--- src/rtl/pattern_chain_pipe_if.sv ---
// Handshake and data bundle for pattern_chain_pipe: the input beat side
// (in_valid/in_ready, a..d, mode) and the output beat side (out_valid/out_ready, w..z).
// slave = pipe view (consumes in_*, produces out_*); master = source/sink view.
interface pattern_chain_pipe_if #(
  parameter int WIDTH = 4
);
  logic             in_valid;
  logic             in_ready;
  logic [WIDTH-1:0] in_a;
  logic [WIDTH-1:0] in_b;
  logic [WIDTH-1:0] in_c;
  logic [WIDTH-1:0] in_d;
  logic             in_mode;

  logic             out_valid;
  logic             out_ready;
  logic [WIDTH-1:0] out_w;
  logic [WIDTH-1:0] out_x;
  logic [WIDTH-1:0] out_y;
  logic [WIDTH-1:0] out_z;

  modport master (
    output in_valid, in_a, in_b, in_c, in_d, in_mode, out_ready,
    input  in_ready, out_valid, out_w, out_x, out_y, out_z
  );

  modport slave (
    input  in_valid, in_a, in_b, in_c, in_d, in_mode, out_ready,
    output in_ready, out_valid, out_w, out_x, out_y, out_z
  );
endinterface

--- src/rtl/pattern_chain_pipe.sv ---
// Elastic chain of DEPTH registered pattern-3 cells with per-beat bypass and a 16-bit output MISR.
// Latency DEPTH cycles from input accept to out_valid; 1 beat/cycle with out_ready held high.
// Backpressure: combinational ready chain, stages compress on out_ready=0, in_ready drops only when all stages are full.
// Ports: blif_clk_net/blif_reset_net (sync, active-high); bus = in_*/out_* handshake bundle;
//        sig_clear clears the MISR; sig is the MISR value; occupancy counts valid stages.
module pattern_chain_pipe #(
  parameter  int WIDTH = 4,
  parameter  int DEPTH = 3,
  parameter  int SIG_W = 16,
  localparam int OCC_W = $clog2(DEPTH + 1)
) (
  input  logic                 blif_clk_net,
  input  logic                 blif_reset_net,
  pattern_chain_pipe_if.slave  bus,
  input  logic                 sig_clear,
  output logic [SIG_W-1:0]     sig,
  output logic [OCC_W-1:0]     occupancy
);

  localparam logic [SIG_W-1:0] POLY = SIG_W'(16'h100B);

  // Stage state: valid, mode and the stored (w,x,y,z) outputs of each cell.
  logic [DEPTH-1:0] valid_q;
  logic [DEPTH-1:0] mode_q;
  logic [WIDTH-1:0] w_q [DEPTH];
  logic [WIDTH-1:0] x_q [DEPTH];
  logic [WIDTH-1:0] y_q [DEPTH];
  logic [WIDTH-1:0] z_q [DEPTH];
  logic [SIG_W-1:0] sig_q;

  // Per-stage load sources and next data.
  logic [DEPTH-1:0] rdy;
  logic [DEPTH-1:0] src_vld;
  logic [DEPTH-1:0] src_mode;
  logic [WIDTH-1:0] src_a [DEPTH];
  logic [WIDTH-1:0] src_b [DEPTH];
  logic [WIDTH-1:0] src_c [DEPTH];
  logic [WIDTH-1:0] src_d [DEPTH];
  logic [WIDTH-1:0] w_d   [DEPTH];
  logic [WIDTH-1:0] x_d   [DEPTH];
  logic [WIDTH-1:0] y_d   [DEPTH];
  logic [WIDTH-1:0] z_d   [DEPTH];

  logic                 out_hs;
  logic [4*WIDTH-1:0]   out_bus;
  logic [SIG_W-1:0]     fold;
  logic [SIG_W-1:0]     sig_d;
  logic [OCC_W-1:0]     occ;

  // ready_k = ~valid_k | ready_{k+1}, unrolled: stage k can load if the sink
  // is ready or any stage from k to the end has a hole to absorb the shift.
  always_comb begin
    for (int k = 0; k < DEPTH; k++) begin
      rdy[k] = bus.out_ready;
      for (int j = k; j < DEPTH; j++) begin
        if (!valid_q[j]) rdy[k] = 1'b1;
      end
    end
  end

  // Stage 0 is fed from the ports; stage k>0 from stage k-1 with (w,x,y,z)->(a,b,c,d).
  always_comb begin
    src_vld[0]  = bus.in_valid;
    src_mode[0] = bus.in_mode;
    src_a[0]    = bus.in_a;
    src_b[0]    = bus.in_b;
    src_c[0]    = bus.in_c;
    src_d[0]    = bus.in_d;
    for (int k = 1; k < DEPTH; k++) begin
      src_vld[k]  = valid_q[k-1];
      src_mode[k] = mode_q[k-1];
      src_a[k]    = w_q[k-1];
      src_b[k]    = x_q[k-1];
      src_c[k]    = y_q[k-1];
      src_d[k]    = z_q[k-1];
    end
  end

  // Pattern-3 cell, or pass-through when the beat is in bypass mode.
  always_comb begin
    for (int k = 0; k < DEPTH; k++) begin
      if (src_mode[k]) begin
        w_d[k] = src_a[k];
        x_d[k] = src_b[k];
        y_d[k] = src_c[k];
        z_d[k] = src_d[k];
      end else begin
        w_d[k] = ~(src_a[k] & ~src_c[k]);
        x_d[k] = ~(src_d[k] & ~src_b[k] & src_c[k]);
        y_d[k] = ~(src_d[k] & ~src_b[k] & ~src_a[k]);
        z_d[k] = src_b[k] | (src_a[k] & src_c[k] & ~src_d[k]);
      end
    end
  end

  // Fold the output word into SIG_W bits (implicit zero-extension of the last chunk).
  always_comb begin
    out_bus = {w_q[DEPTH-1], x_q[DEPTH-1], y_q[DEPTH-1], z_q[DEPTH-1]};
    fold    = '0;
    for (int i = 0; i < 4*WIDTH; i++) begin
      fold[i % SIG_W] = fold[i % SIG_W] ^ out_bus[i];
    end
  end

  // Clear beats update: a same-cycle handshake is folded into a zeroed register.
  always_comb begin
    out_hs = valid_q[DEPTH-1] & bus.out_ready;
    sig_d  = sig_q;
    if (sig_clear) begin
      sig_d = out_hs ? fold : '0;
    end else if (out_hs) begin
      sig_d = {sig_q[SIG_W-2:0], 1'b0} ^ (sig_q[SIG_W-1] ? POLY : '0) ^ fold;
    end
  end

  always_comb begin
    occ = '0;
    for (int k = 0; k < DEPTH; k++) begin
      occ = occ + OCC_W'(valid_q[k]);
    end
  end

  always_ff @(posedge blif_clk_net) begin
    if (blif_reset_net) begin
      valid_q <= '0;
      mode_q  <= '0;
      sig_q   <= '0;
      for (int k = 0; k < DEPTH; k++) begin
        w_q[k] <= '0;
        x_q[k] <= '0;
        y_q[k] <= '0;
        z_q[k] <= '0;
      end
    end else begin
      for (int k = 0; k < DEPTH; k++) begin
        if (rdy[k]) valid_q[k] <= src_vld[k];
        // Data only moves with a real beat; a bubble leaves the old data in place.
        if (rdy[k] && src_vld[k]) begin
          mode_q[k] <= src_mode[k];
          w_q[k]    <= w_d[k];
          x_q[k]    <= x_d[k];
          y_q[k]    <= y_d[k];
          z_q[k]    <= z_d[k];
        end
      end
      sig_q <= sig_d;
    end
  end

  assign bus.in_ready  = rdy[0] & ~blif_reset_net;
  assign bus.out_valid = valid_q[DEPTH-1];
  assign bus.out_w     = w_q[DEPTH-1];
  assign bus.out_x     = x_q[DEPTH-1];
  assign bus.out_y     = y_q[DEPTH-1];
  assign bus.out_z     = z_q[DEPTH-1];
  assign sig           = sig_q;
  assign occupancy     = occ;

endmodule

--- src/flat_wrapper.sv ---
// flat-port wrapper written by rule: the top's interface ports become plain ports
module pattern_chain_pipe_flat 
#(
  parameter  int WIDTH = 4,
  parameter  int DEPTH = 3,
  parameter  int SIG_W = 16,
  localparam int OCC_W = $clog2(DEPTH + 1)
)
  (blif_clk_net, blif_reset_net, sig_clear, sig, occupancy, bus_in_valid, bus_in_a, bus_in_b, bus_in_c, bus_in_d, bus_in_mode, bus_out_ready, bus_in_ready, bus_out_valid, bus_out_w, bus_out_x, bus_out_y, bus_out_z);
  pattern_chain_pipe_if #(.WIDTH(WIDTH)) bus_i ();
  input  logic blif_clk_net;
  input  logic blif_reset_net;
  input  logic sig_clear;
  output logic [SIG_W-1:0] sig;
  output logic [OCC_W-1:0] occupancy;
  input wire logic [$bits(bus_i.in_valid)-1:0] bus_in_valid;
  input wire logic [$bits(bus_i.in_a)-1:0] bus_in_a;
  input wire logic [$bits(bus_i.in_b)-1:0] bus_in_b;
  input wire logic [$bits(bus_i.in_c)-1:0] bus_in_c;
  input wire logic [$bits(bus_i.in_d)-1:0] bus_in_d;
  input wire logic [$bits(bus_i.in_mode)-1:0] bus_in_mode;
  input wire logic [$bits(bus_i.out_ready)-1:0] bus_out_ready;
  output wire logic [$bits(bus_i.in_ready)-1:0] bus_in_ready;
  output wire logic [$bits(bus_i.out_valid)-1:0] bus_out_valid;
  output wire logic [$bits(bus_i.out_w)-1:0] bus_out_w;
  output wire logic [$bits(bus_i.out_x)-1:0] bus_out_x;
  output wire logic [$bits(bus_i.out_y)-1:0] bus_out_y;
  output wire logic [$bits(bus_i.out_z)-1:0] bus_out_z;
  assign bus_i.in_valid = bus_in_valid;
  assign bus_i.in_a = bus_in_a;
  assign bus_i.in_b = bus_in_b;
  assign bus_i.in_c = bus_in_c;
  assign bus_i.in_d = bus_in_d;
  assign bus_i.in_mode = bus_in_mode;
  assign bus_i.out_ready = bus_out_ready;
  assign bus_in_ready = bus_i.in_ready;
  assign bus_out_valid = bus_i.out_valid;
  assign bus_out_w = bus_i.out_w;
  assign bus_out_x = bus_i.out_x;
  assign bus_out_y = bus_i.out_y;
  assign bus_out_z = bus_i.out_z;
  pattern_chain_pipe #(.WIDTH(WIDTH), .DEPTH(DEPTH), .SIG_W(SIG_W)) u_core (.blif_clk_net(blif_clk_net), .blif_reset_net(blif_reset_net), .bus(bus_i), .sig_clear(sig_clear), .sig(sig), .occupancy(occupancy));
endmodule
--- config.mk ---
export PLATFORM = sky130hd
export DESIGN_NAME = pattern_chain_pipe_flat
export DESIGN_NICKNAME = d
export VERILOG_FILES = /design/src/rtl/pattern_chain_pipe_if.sv /design/src/rtl/pattern_chain_pipe.sv /design/src/flat_wrapper.sv
export SDC_FILE = /design/constraint.sdc
export NUM_CORES = 1
export LEC_CHECK = 0
export ABC_AREA = 1
export CAP_MARGIN = 20
export CORE_ASPECT_RATIO = 0.9
export CORE_MARGIN = 5
export CORE_UTILIZATION = 43
export DETAILED_ROUTE_END_ITERATION = 7
export GPL_TIMING_DRIVEN = 0
export PLACE_DENSITY_LB_ADDON = 0.15
export SLEW_MARGIN = 10
export SYNTH_ARGS = -nofsm -noshare
export SYNTH_HDL_FRONTEND = slang
export SYNTH_SLANG_ARGS = --single-unit
export TNS_END_PERCENT = 10
--- constraint.sdc ---
create_clock -name blif_clk_net -period 1.4 [get_ports blif_clk_net]
set_input_delay 0.28 -clock blif_clk_net [delete_from_list [all_inputs] [get_ports blif_clk_net]]
set_output_delay 0.28 -clock blif_clk_net [all_outputs]
set_load 0.1 [all_outputs]
# [Word level (Yosys, flattened, before mapping)]
# Memories as Yosys holds them, arrays and structs flattened.
# Cells that the tools add are included.
[totals] reg_bits=21 ramBits=48 input_bits=22 output_inout_bits=36 wordCells=120 memories=4
[mem_list] memory="u_core.w_q" depth=3 word_bits=4 rd=3 rd_ports_with_merged_regs=0 wr=3 line="pattern_chain_pipe.sv:25" text="logic [WIDTH-1:0] w_q [DEPTH];"
[mem_list] memory="u_core.x_q" depth=3 word_bits=4 rd=3 rd_ports_with_merged_regs=0 wr=3 line="pattern_chain_pipe.sv:26" text="logic [WIDTH-1:0] x_q [DEPTH];"
[mem_list] memory="u_core.y_q" depth=3 word_bits=4 rd=3 rd_ports_with_merged_regs=0 wr=3 line="pattern_chain_pipe.sv:27" text="logic [WIDTH-1:0] y_q [DEPTH];"
[mem_list] memory="u_core.z_q" depth=3 word_bits=4 rd=3 rd_ports_with_merged_regs=0 wr=3 line="pattern_chain_pipe.sv:28" text="logic [WIDTH-1:0] z_q [DEPTH];"
[classes] add_sub_neg=2 n_mux=45 bitwise_logic=59 n_reduce_logical=4
[op_table] op="4-bit two-way mux" n=24
[op_table] op="4-bit NOT" n=21
[op_table] op="4-bit AND" n=18
[op_table] op="16-bit two-way mux" n=3
[op_table] op="16-bit bitwise XOR" n=2
[op_table] op="1-bit two-way mux" n=17
[op_table] op="13-bit two-way mux" n=1
[op_table] op="1-bit OR" n=12
[op_table] op="4-bit OR" n=3
[op_table] op="1-bit logical AND" n=3
[op_table] op="1-bit by 1-bit adder with 2-bit output" n=1
[op_table] op="2-bit by 1-bit adder with 2-bit output" n=1
[op_table] op="1-bit AND" n=2
[op_table] op="2-bit nonzero test" n=1
[op_table] op="1-bit NOT" n=1

# [Logic depth before layout (Yosys ltp)]
[logic_depth] ltp_word=8 ltp_mapped=8 depth_no_buf=7

# [Worst setup path before layout]
# Ideal clock, no wire load.
[synth_path] path_kind="register to output" start="reg u_core.valid_q[2]" end="out occupancy[1]" t_arrival_ps=2038 required_time_ps=1120 path_slack_ps=-918 stages_incl_launch_ff=2 n_path_buf=0 path_cell_list="dfxtp_1 > fa_1"
[synth_between] elab_chain_cells=1
[synth_rtl] element="start: declaration" line="pattern_chain_pipe.sv:23" text="logic [DEPTH-1:0] valid_q;"
[synth_rtl] element="start signal: indexed assignment" line="pattern_chain_pipe.sv:136" text="if (rdy[k]) valid_q[k] <= src_vld[k];"
[synth_rtl] element="2-bit by 1-bit adder with 2-bit output" line="pattern_chain_pipe.sv:119" text="occ = occ + OCC_W'(valid_q[k]);"
[synth_rtl] element="end: declaration" line="flat_wrapper.sv:15" text="output logic [OCC_W-1:0] occupancy;"
# Every way passes these cells.

# [Worst setup path after layout]
[layout_path] start="reg u_core.valid_q[1]" end="out occupancy[0]"
[layout_between] elab_chain_cells=2
[layout_rtl] element="1-bit by 1-bit adder with 2-bit output" line="pattern_chain_pipe.sv:119"
[layout_rtl] element="2-bit by 1-bit adder with 2-bit output" line="pattern_chain_pipe.sv:119"
# Every way passes these cells.

==> reports/qor.csv <==
metric,value,unit
result of the run,finished with violations,
violated checks,negative setup slack,
router iterations before antenna repair,6,
number of rows created at floorplan,31,
critical register-to-register path startpoint,u_core.valid_q[1]$_SDFFE_PP0P_,
number of global-route vias before repair,2859,
P_leak,1.87,nW
clock tree from TritonCTS,yes,
number of hold buffers added after CTS,0,
Syn Inst Count,421,
CP Capture Type,output pin,
initial core utilization,43.6,%
Synth Cell Area,0.00348,mm²
Max Clk Rate,579,MHz
number of CTS-inserted buffers,9,
Setup Crit Path Kind,reg2out,
GR Overflow Total,0,
R2R setup slack,-0.21,ns
ANT nets after route,0,
worst setup skew after layout,0.00652,ns
height of the die,95.4,µm
number of cells on the worst reg-to-reg path,8,
total die area,0.0100,mm²
number of max-slew violations in the final report,0,
CTS root buffer,clkbuf_8,
worst IR drop on VDD,0.455,mV
leading cell type by number of instances after synthesis,nor2_1,
maximum number of pins on one net before global-route repair,17,
routed len/inst,12.4,µm
area added between synthesis and finish,25.7,%
async set-reset flop share out of synthesis,0,%
data arrival time of the critical path,1.45,ns
peak fanout along the critical path,2,
number of DRC violations after detailed routing,0,
worst hold endpoint,u_core.mode_q[0]$_SDFFE_PP0P_,
area share of the largest cell type after synthesis,41.4,%
post-synthesis area per instance,8.28,µm²
count of filler cells inserted in the layout,758,
top-level I/O count,58,
final count of hold timing violations,0,
Via-to-Cell Ratio,4.96,
top post-synthesis cells by count,"75 x nor2_1, 57 x inv_1, 55 x a21oi_1, 51 x nand2_1, 48 x edfxtp_1",
Top Metal Used,met4,
minimum clock period,1.73,ns
total power per unit cell area,1250,mW/mm²
clk slew on worst S/H paths,0.07,ns
met3 wire length,502,µm
critical path launch point type,flop,
width of the chip,105,µm
type of the most critical hold path,in2reg,
Total Neg Setup Slack,-8.75,ns
total of buffers placed on input and output ports,56,
number of antenna violations at the first check in global routing,0,
Detailed Place HPWL,5.55,mm
Min-Delay Path Depth,3,
layout cells sized above 1,15.6,%
total nets after synthesis,444,
reg2reg end,u_core.y_q[0][9]$_SDFFCE_PN0P_,
number of diodes,0,
wire length of the first global-routing pass,12.6,mm
Max Cap Violations,0,
setup repair after global routing missed its margin,true,
normalized max-slew margin,63.6,%
endpoints failing setup,51,
insertion delay to the later sink of the worst-skew pair,0.34,ns
final net count,513,
actual transition at the worst max-transition pin,0.546,ns
Final Cycle Share,123,%
maximum level of the CTS H-tree,3,
top_reg_cell synth,edfxtp_1,
slack of the critical path,-0.328,ns
final wirelength,7.39,mm
Final Wtd Congestion,0.907,
core region area,0.00799,mm²
fraction of the yosys area taken by sequential cells,53.4,%
top area cells in the synthesized netlist,"edfxtp_1 41%, dfxtp_1 12%, nor2_1 8.1%",
synthesis-stage register bit count,69,
wire length on met2,3.52,mm
Metal-1 WL,3.13,mm
startpoint of the lowest-slack hold path,bus_in_mode,
critical path data required time,1.12,ns
number of library cell types mapped by synthesis,25,
yosys warns,0,
cell type with the highest aggregate area in the netlist,edfxtp_1,
deepest clock path buffer count,2,
Via Count,2945,
global-route usage over all layers,15.7,%
Post-synth EDFFs,48,
number of clock sinks,69,
post-layout power,5.46,mW
number of DRC markers after the initial detailed-route iteration,103,
## registers in the layout, summed over array words and instances (netlist names)
signal / flops
u_core.mode_q: 2
u_core.y_q: 12
u_core.valid_q: 3
u_core.sig: 16
u_core.w_q: 12
u_core.z_q: 12
u_core.x_q: 12
## cells in the final DEF (no fill, tap or decap), types with 3 or more instances in the layout
master           Yosys  routed
buf_2                6       4
nand4_1              4       4
inv_1               57      55
a21oi_1             55      55
nand3_1             38      38
buf_4                1      27
nand2_1             51      49
clkbuf_8             0       9
xor2_1               3       3
buf_6                2       5
clkdlybuf4s50_1      0      19
clkbuf_1             8       7
nor2_1              75      75
edfxtp_1            48      48
o211ai_1             3       3
dfxtp_1             21      17
o21ai_0             31      31
xnor2_1              7       7
clkbuf_4             0      10
## repair_timing
item / CTS / global route
gates resized for setup: 222 / 19
setup endpoints to repair: 116 / 122
pin swaps: 0 / 1
setup buffers: 1 / 1
## worst max-delay path, cell delays in order (launching register included)
cell and delay [ns]:
dfxtp_4 0.35, fa_2 0.59, buf_12 0.17
## metrics by stage
stage	hold WS [ns]	cells	util (%)	setup slack [ns]	cell area [µm²]
floorplan	0.448	421	-	-0.238	3490
global placement	0.494	576	52.3	-1.50	4180
detailed placement	0.498	576	52.3	-1.53	4180
CTS	0.316	593	54.2	-0.349	4330
global route	0.334	594	54.8	-0.368	4380
finish	0.335	594	54.8	-0.328	4380
## cells by family after synthesis
| kind of cell | synth area share, % |
|---|---|
| buffers and inverters | 8.83 |
| AOI/OAI and AO/OA | 14.0 |
| adders and majority gates | 0.575 |
| xor gates and xnor gates | 2.51 |
| and+or+nand+nor | 20.6 |
| DFF | 53.4 |
## layer usage
metal	up-vias	track usage, %
met2	102	25.6
met4	0	10.0
met1	1288	18.9
met3	21	3.52
li1	1534	-
met5	-	0
## final cells by class
| cell class | instances | area, µm² | area share, % |
|---|---|---|---|
| flip-flops and latches | 69 | 1870 | 42.7 |
| clock buffers | 9 | 124 | 2.83 |
| plain buffers | 18 | 114 | 2.60 |
| inverters | 57 | 214 | 4.88 |
| repair buffers | 58 | 514 | 11.7 |
| multi-input cells | 277 | 1330 | 30.4 |
| clock inverters | 7 | 90.1 | 2.06 |
| well taps | 99 | 124 | 2.83 |
## where the power goes
group	switching [mW]	internal, mW	total [mW]
combinational	0.874	0.353	1.23
clock	0.726	0.993	1.72
sequential	0.127	2.39	2.52
total	1.73	3.74	5.46
## worst max-delay path by stage
stage,from,to,slack [ns],cells past startpoint
6_report,u_core.valid_q[1]$_SDFFE_PP0P_,occupancy[0],-0.33,2
5_1_grt,u_core.valid_q[1]$_SDFFE_PP0P_,occupancy[0],-0.37,2
4_1_cts,u_core.valid_q[1]$_SDFFE_PP0P_,occupancy[0],-0.35,2
3_5_place_dp,blif_reset_net,bus_in_ready,-1.53,6
3_3_place_gp,blif_reset_net,bus_in_ready,-1.50,6
2_1_floorplan,u_core.valid_q[2]$_SDFFE_PP0N_,occupancy[0],-0.24,1
Power figures use the tool's default switching activity.
